$ cat src/rtl/reg_file_8x8.sv
// 8x8 general-purpose register file: two asynchronous read ports, one synchronous
// write port, and an enable-captured copy of R0 driving reg0_out.
module reg_file_8x8 #(
    parameter int DATA_WIDTH = 8,
    parameter int ADDR_WIDTH = 3
) (
    input  logic                  clka,
    input  logic                  reset_in,
    input  logic                  pc_latch_clk,
    input  logic                  we_reg_in,
    input  logic [ADDR_WIDTH-1:0] sr1_in,
    input  logic [ADDR_WIDTH-1:0] sr2_in,
    input  logic [ADDR_WIDTH-1:0] rd_in,
    input  logic [DATA_WIDTH-1:0] data_in,
    output logic [DATA_WIDTH-1:0] sr1_out,
    output logic [DATA_WIDTH-1:0] sr2_out,
    output logic [DATA_WIDTH-1:0] reg0_out
);

    localparam int NUM_REGS = 2 ** ADDR_WIDTH;

    logic [DATA_WIDTH-1:0] r_regs [NUM_REGS];
    logic [DATA_WIDTH-1:0] r_l0;

    // Register storage: reset clears all, otherwise single write port.
    always_ff @(posedge clka) begin
        if (reset_in) begin
            for (int i = 0; i < NUM_REGS; i++) begin
                r_regs[i] <= '0;
            end
        end else if (we_reg_in) begin
            r_regs[rd_in] <= data_in;
        end
    end

    // R0 capture: samples R0 as it stood before this edge, so a same-edge write is not seen.
    always_ff @(posedge clka) begin
        if (reset_in) begin
            r_l0 <= '0;
        end else if (pc_latch_clk) begin
            r_l0 <= r_regs[0];
        end
    end

    assign sr1_out  = r_regs[sr1_in];
    assign sr2_out  = r_regs[sr2_in];
    assign reg0_out = r_l0;

endmodule

$ cat config.mk
export PLATFORM = sky130hd
export DESIGN_NAME = reg_file_8x8
export DESIGN_NICKNAME = d
export VERILOG_FILES = /design/src/rtl/reg_file_8x8.sv
export SDC_FILE = /design/constraint.sdc
export NUM_CORES = 1
export LEC_CHECK = 0
export BUFFER_PORTS_ARGS = -buffer_cell sky130_fd_sc_hd__buf_4
export CORE_ASPECT_RATIO = 1.4
export CORE_MARGIN = 2
export CORE_UTILIZATION = 40
export DETAILED_ROUTE_END_ITERATION = 10
export GPL_TIMING_DRIVEN = 0
export PLACE_DENSITY = 0.64
export SLEW_MARGIN = 0
export SYNTH_ARGS = -nofsm -noshare
export SYNTH_HDL_FRONTEND = slang
export SYNTH_SLANG_ARGS = --single-unit
$ cat constraint.sdc
create_clock -name clka -period 4 [get_ports clka]
set_input_delay 0 -clock clka [delete_from_list [all_inputs] [get_ports clka]]
set_output_delay 0 -clock clka [all_outputs]
set_load 0.02 [all_outputs]
=== After elaboration in Yosys (flattened, before gate mapping) ===
Memory sizes are Yosys's and may differ from the RTL's. A register that Yosys moved wholly into a read port is not among the register bits.
Cells that the tools add are included.

* Flip-flop bits (word level): 0
* RAM bits: 64
* Output and inout port bits: 24
* Word-level logic and storage cells: 10
* Memories kept: 1

* Multiplexer cells: 8
* Reductions and logical operators: 1

{| class="wikitable"
|+ Memories
! memory !! depth !! bits a word !! read ports !! clocked after Yosys merged registers in !! wr ports !! RTL line !! RTL
|-
| r_regs || 8 || 8 || 3 || 1 || 8 || 22 || <nowiki>logic [DATA_WIDTH-1:0] r_regs [NUM_REGS];</nowiki>
|}

{| class="wikitable"
|+ Operator list
! cell !! count
|-
| 2-to-1 mux 8 bit || 1
|-
| OR reduction 8 bit || 1
|-
| 2-to-1 mux 1 bit || 6
|-
| 2-to-1 mux 3 bit || 1
|}

=== Logic depth before layout (Yosys ltp) ===
* Depth after elaboration: 5
* Depth in mapped cells: 4
* Depth with buffers taken out: 2

=== Worst setup path before layout ===
OpenSTA, ideal clock, no wires.

* Kind: in2reg
* Start point: in rd_in[2]
* End point: mem r_regs[2][0], enable pin
* Library setup time: 0.375 ns
* Data arrival time: 1.225 ns
* Data required time: 3.625 ns
* Setup slack: 2.400 ns
* Stages on the path: 4
* Cells stage by stage: or3b_2 > buf_2 > buf_2 > o21bai_1

{| class="wikitable"
|+ RTL lines
! item !! RTL line !! RTL
|-
| start, declared || 13 || <nowiki>input logic [ADDR_WIDTH-1:0] rd_in,</nowiki>
|-
| end, declared || 22 ||
|}

==> metrics.txt <==
# TYPE chip_impl_metric gauge
chip_impl_metric{name="timing.final.crit_period",unit="ns"} 1.85
chip_impl_metric{name="port-buffer-count",unit=""} 37
chip_impl_metric{name="worst-r2r-setup-slack",unit="ns"} 3.21
chip_impl_metric{name="finish.cell_count_without_fillers",unit=""} 411
chip_impl_metric{name="edff_count_synth",unit=""} 64
chip_impl_info{name="cts_tree",value="done"} 1
chip_impl_metric{name="row_count",unit=""} 42
chip_impl_info{name="worst_setup_path_end_kind",value="flip-flop"} 1
chip_impl_metric{name="drt-vias-per-instance",unit=""} 5.78
chip_impl_metric{name="post_synth_num_cell_types",unit=""} 20
chip_impl_metric{name="finalWeightedCongestion",unit=""} 0.818
chip_impl_metric{name="area_growth_syn_to_layout",unit="%"} 18.9
chip_impl_metric{name="path_clk_slew",unit="ns"} 0.06
chip_impl_info{name="clock-root-buffer",value="sky130_fd_sc_hd__clkbuf_16"} 1
chip_impl_metric{name="detailroute.wirelength.met2",unit="µm"} 5160
chip_impl_metric{name="routed_vias",unit=""} 2377
chip_impl_metric{name="asyncSetResetFlopFracSynth",unit="%"} 0
chip_impl_metric{name="post_synthesis_share_of_cell_area_spent_on_xor_and_xnor_gates",unit="%"} 0
chip_impl_metric{name="design.portCount",unit=""} 45
chip_impl_metric{name="insertion_delay",unit="ns"} 0.34
chip_impl_info{name="unrepaired_setup_endpoints_after_global_routing",value="no"} 1
chip_impl_metric{name="drt_iter0_markers",unit=""} 254
chip_impl_metric{name="final_area",unit="µm²"} 4520
chip_impl_info{name="synth.cells.most_frequent",value="64 x sky130_fd_sc_hd__edfxtp_1, 64 x sky130_fd_sc_hd__nor3_1, 29 x sky130_fd_sc_hd__mux4_1"} 1
chip_impl_metric{name="yosys.area_share.simple",unit="%"} 10.2
chip_impl_metric{name="fin_setup_tns",unit="ns"} 0
chip_impl_info{name="highest-signal-layer",value="met4"} 1
chip_impl_metric{name="layout.filler_cells",unit=""} 835
chip_impl_metric{name="cp_max_fanout",unit=""} 10
chip_impl_metric{name="die_y",unit="µm"} 119
chip_impl_metric{name="max_freq",unit="MHz"} 539
chip_impl_info{name="hold-path-endpoint",value="r_regs[0][7]"} 1
chip_impl_metric{name="track_usage",unit="%"} 19.0
chip_impl_metric{name="grt_start_max_net_pins",unit=""} 12
chip_impl_metric{name="cap_viol_max_count",unit=""} 0
chip_impl_metric{name="r2r.worst_path.cells",unit=""} 2
chip_impl_metric{name="final_antenna_net_count",unit=""} 0
chip_impl_metric{name="finalNetCount",unit=""} 317
chip_impl_metric{name="postCtsHoldBufs",unit=""} 0
chip_impl_metric{name="syn_nets",unit=""} 269
chip_impl_metric{name="slew-limit-headroom",unit="%"} 33.1
chip_impl_metric{name="timing.final.crit_share",unit="%"} 46.4
chip_impl_metric{name="p_leak",unit="nW"} 1.60
chip_impl_metric{name="initial_utilization",unit="%"} 40.7
chip_impl_metric{name="layout-drive-gt1-share",unit="%"} 27.9
chip_impl_metric{name="post-cts-setup-buffers",unit=""} 0
chip_impl_info{name="synthFlopType",value="sky130_fd_sc_hd__edfxtp_1"} 1
chip_impl_metric{name="synth.yosys.warnings",unit=""} 0
chip_impl_metric{name="post-synth-top-area-fraction",unit="%"} 50.5
chip_impl_metric{name="cts.sinks",unit=""} 72
chip_impl_metric{name="numPlacedInstances",unit=""} 395
chip_impl_metric{name="die_width",unit="µm"} 86.4
chip_impl_metric{name="post_synth.cell_area_avg",unit="µm²"} 15.3
chip_impl_info{name="hold_start",value="data_in[7]"} 1
chip_impl_metric{name="max_slew_violation_count",unit=""} 0
chip_impl_info{name="ys_top_cells_by_area",value="sky130_fd_sc_hd__edfxtp_1 51%, sky130_fd_sc_hd__mux4_1 20%, sky130_fd_sc_hd__nor3_1 8.4%"} 1
chip_impl_metric{name="netlist_area_before_placement",unit="µm²"} 3800
chip_impl_metric{name="tightestPinTransition",unit="ns"} 1.00
chip_impl_metric{name="firstDrtPassIters",unit=""} 4
chip_impl_metric{name="synth_adder_area_share",unit="%"} 0
chip_impl_metric{name="synth_sequential_area_ratio",unit="%"} 54.7
chip_impl_metric{name="ys_ff_latch",unit=""} 72
chip_impl_metric{name="cts-htree-levels",unit=""} 3
chip_impl_metric{name="setup-violations-final",unit=""} 0
chip_impl_info{name="timing.rr.end",value="reg0_out[0]"} 1
chip_impl_metric{name="cellPowerDensity",unit="nW/µm²"} 436
chip_impl_metric{name="worst_hold_path.num_cells",unit=""} 3
chip_impl_metric{name="fp.dieArea",unit="µm²"} 10300
chip_impl_metric{name="antenna_violations_before_repair",unit=""} 0
chip_impl_metric{name="post_cts_resize_count",unit=""} 0
chip_impl_metric{name="required",unit="ns"} 3.96
chip_impl_metric{name="global_route_wire_length_before_repair",unit="µm"} 13900
chip_impl_metric{name="routedLengthMet1",unit="µm"} 3330
chip_impl_metric{name="synthMuxAreaShare",unit="%"} 28.7
chip_impl_metric{name="drt_drc",unit=""} 0
chip_impl_info{name="crit_type",value="input pin to flip-flop"} 1
chip_impl_metric{name="arrival",unit="ns"} 1.81
chip_impl_metric{name="compound_gate_portion_of_the_synthesized_area",unit="%"} 1.58
chip_impl_metric{name="wirelength",unit="µm"} 9370
chip_impl_info{name="post-synth-top-area-cell",value="sky130_fd_sc_hd__edfxtp_1"} 1
chip_impl_metric{name="n_antenna_cell",unit=""} 0
chip_impl_metric{name="fin_worst_skew",unit="ns"} 0.00391
chip_impl_info{name="worstHoldPathType",value="input pin to flip-flop"} 1
chip_impl_metric{name="routedWlPerCell",unit="µm"} 22.8
chip_impl_metric{name="first_global_vias",unit=""} 2548
chip_impl_info{name="regToRegStartpoint",value="r_regs[0][0]"} 1
chip_impl_metric{name="clock_path_buffers",unit=""} 2
chip_impl_info{name="worstSetupStartpointType",value="input pin"} 1
chip_impl_metric{name="dp.final_hpwl",unit="µm"} 6610
chip_impl_metric{name="met3_length",unit="µm"} 521
chip_impl_info{name="outcome",value="finished, final reports clean"} 1
chip_impl_metric{name="cts_inserted_buffers",unit=""} 9
chip_impl_metric{name="globalRouteOverflowTotal",unit=""} 0
chip_impl_info{name="main_combinational_cell_family_by_area_after_synthesis",value="multiplexers"} 1
chip_impl_metric{name="synthCells",unit=""} 248
chip_impl_metric{name="peakVddDrop",unit="V"} 0.000205
chip_impl_metric{name="placed_area",unit="µm²"} 4220
chip_impl_metric{name="placeableCoreArea",unit="µm²"} 9350
chip_impl_metric{name="finalHoldViolations",unit=""} 0
-- how the worst max path moves through the flow --
stage,from,cells after the start,endpoint,slack [ns]
after floorplan,rd_in[2],4,r_regs[2][0],2.40
after global placement,reset_in,4,r_regs[7][4],1.85
after detailed placement,reset_in,4,r_regs[7][4],1.83
after CTS,reset_in,5,r_regs[2][6],2.18
after global routing,reset_in,4,r_regs[7][6],2.08
final,reset_in,4,r_regs[7][1],2.15
-- flip-flops by register name (all words and copies together), names as in the netlist --
signal    flops
r_regs       64
reg0_out      8
-- critical path, stage by stage --
cell	delay, ns
sky130_fd_sc_hd__buf_4	0.14
sky130_fd_sc_hd__nand3b_1	0.39
sky130_fd_sc_hd__clkbuf_1	0.40
sky130_fd_sc_hd__o21bai_1	0.87
-- cell usage in the layout (no fill, tap or decap), types with 3 or more instances in the layout --
master and n:
sky130_fd_sc_hd__buf_1 4, sky130_fd_sc_hd__buf_2 6, sky130_fd_sc_hd__buf_4 37, sky130_fd_sc_hd__clkbuf_1 12, sky130_fd_sc_hd__clkbuf_16 9, sky130_fd_sc_hd__clkbuf_8 5, sky130_fd_sc_hd__clkinv_1 8, sky130_fd_sc_hd__dfxtp_1 8
sky130_fd_sc_hd__edfxtp_1 64, sky130_fd_sc_hd__mux2_2 16, sky130_fd_sc_hd__mux2i_1 8, sky130_fd_sc_hd__mux4_1 29, sky130_fd_sc_hd__mux4_2 3, sky130_fd_sc_hd__nor2_1 8, sky130_fd_sc_hd__nor3_1 64, sky130_fd_sc_hd__o21bai_1 8
-- metal layers --
layer  track usage (%)  vias to the layer above
li1                  -                     1117
met1              20.3                     1154
met2              33.8                       84
met3              4.99                       22
met4              9.47                        0
met5                 0                        -
-- logic make-up after synthesis --
kind of cell | Yosys count
flip-flops | 72
AND/OR/NAND/NOR | 78
multiplexers | 56
buffers and inverters | 34
AO/OA/AOI/OAI | 8
-- stage by stage --
| stage | utilization, % | hold slack, ns | power, mW | setup slack [ns] |
|---|---|---|---|---|
| detailed placement | 45.1 | 0.434 | 1.20 | 1.83 |
| floorplan | - | 0.303 | 1.08 | 2.40 |
| global placement | 45.1 | 0.434 | 1.19 | 1.85 |
| CTS | 48.4 | 0.151 | 1.98 | 2.18 |
| finish | 48.4 | 0.158 | 1.97 | 2.15 |
| global route | 48.4 | 0.174 | 2.03 | 2.08 |
-- report_power, final --
part | total [mW] | switching, mW | internal [mW]
registers | 0.890 | 0.0231 | 0.867
logic | 0.291 | 0.156 | 0.135
clock network | 0.791 | 0.289 | 0.502
total | 1.97 | 0.468 | 1.50
-- cell type report --
cell class	instances	area, µm²	share of cell area [%]
clock inverter	2	10.0	0.221
inverter	8	30.0	0.664
sequential	72	2080	46.0
multi-input combinational	142	1540	34.0
timing repair buffer	37	278	6.14
clock buffer	14	294	6.50
tap	110	138	3.04
buffer	26	153	3.37
Power figures use the tool's default switching activity.
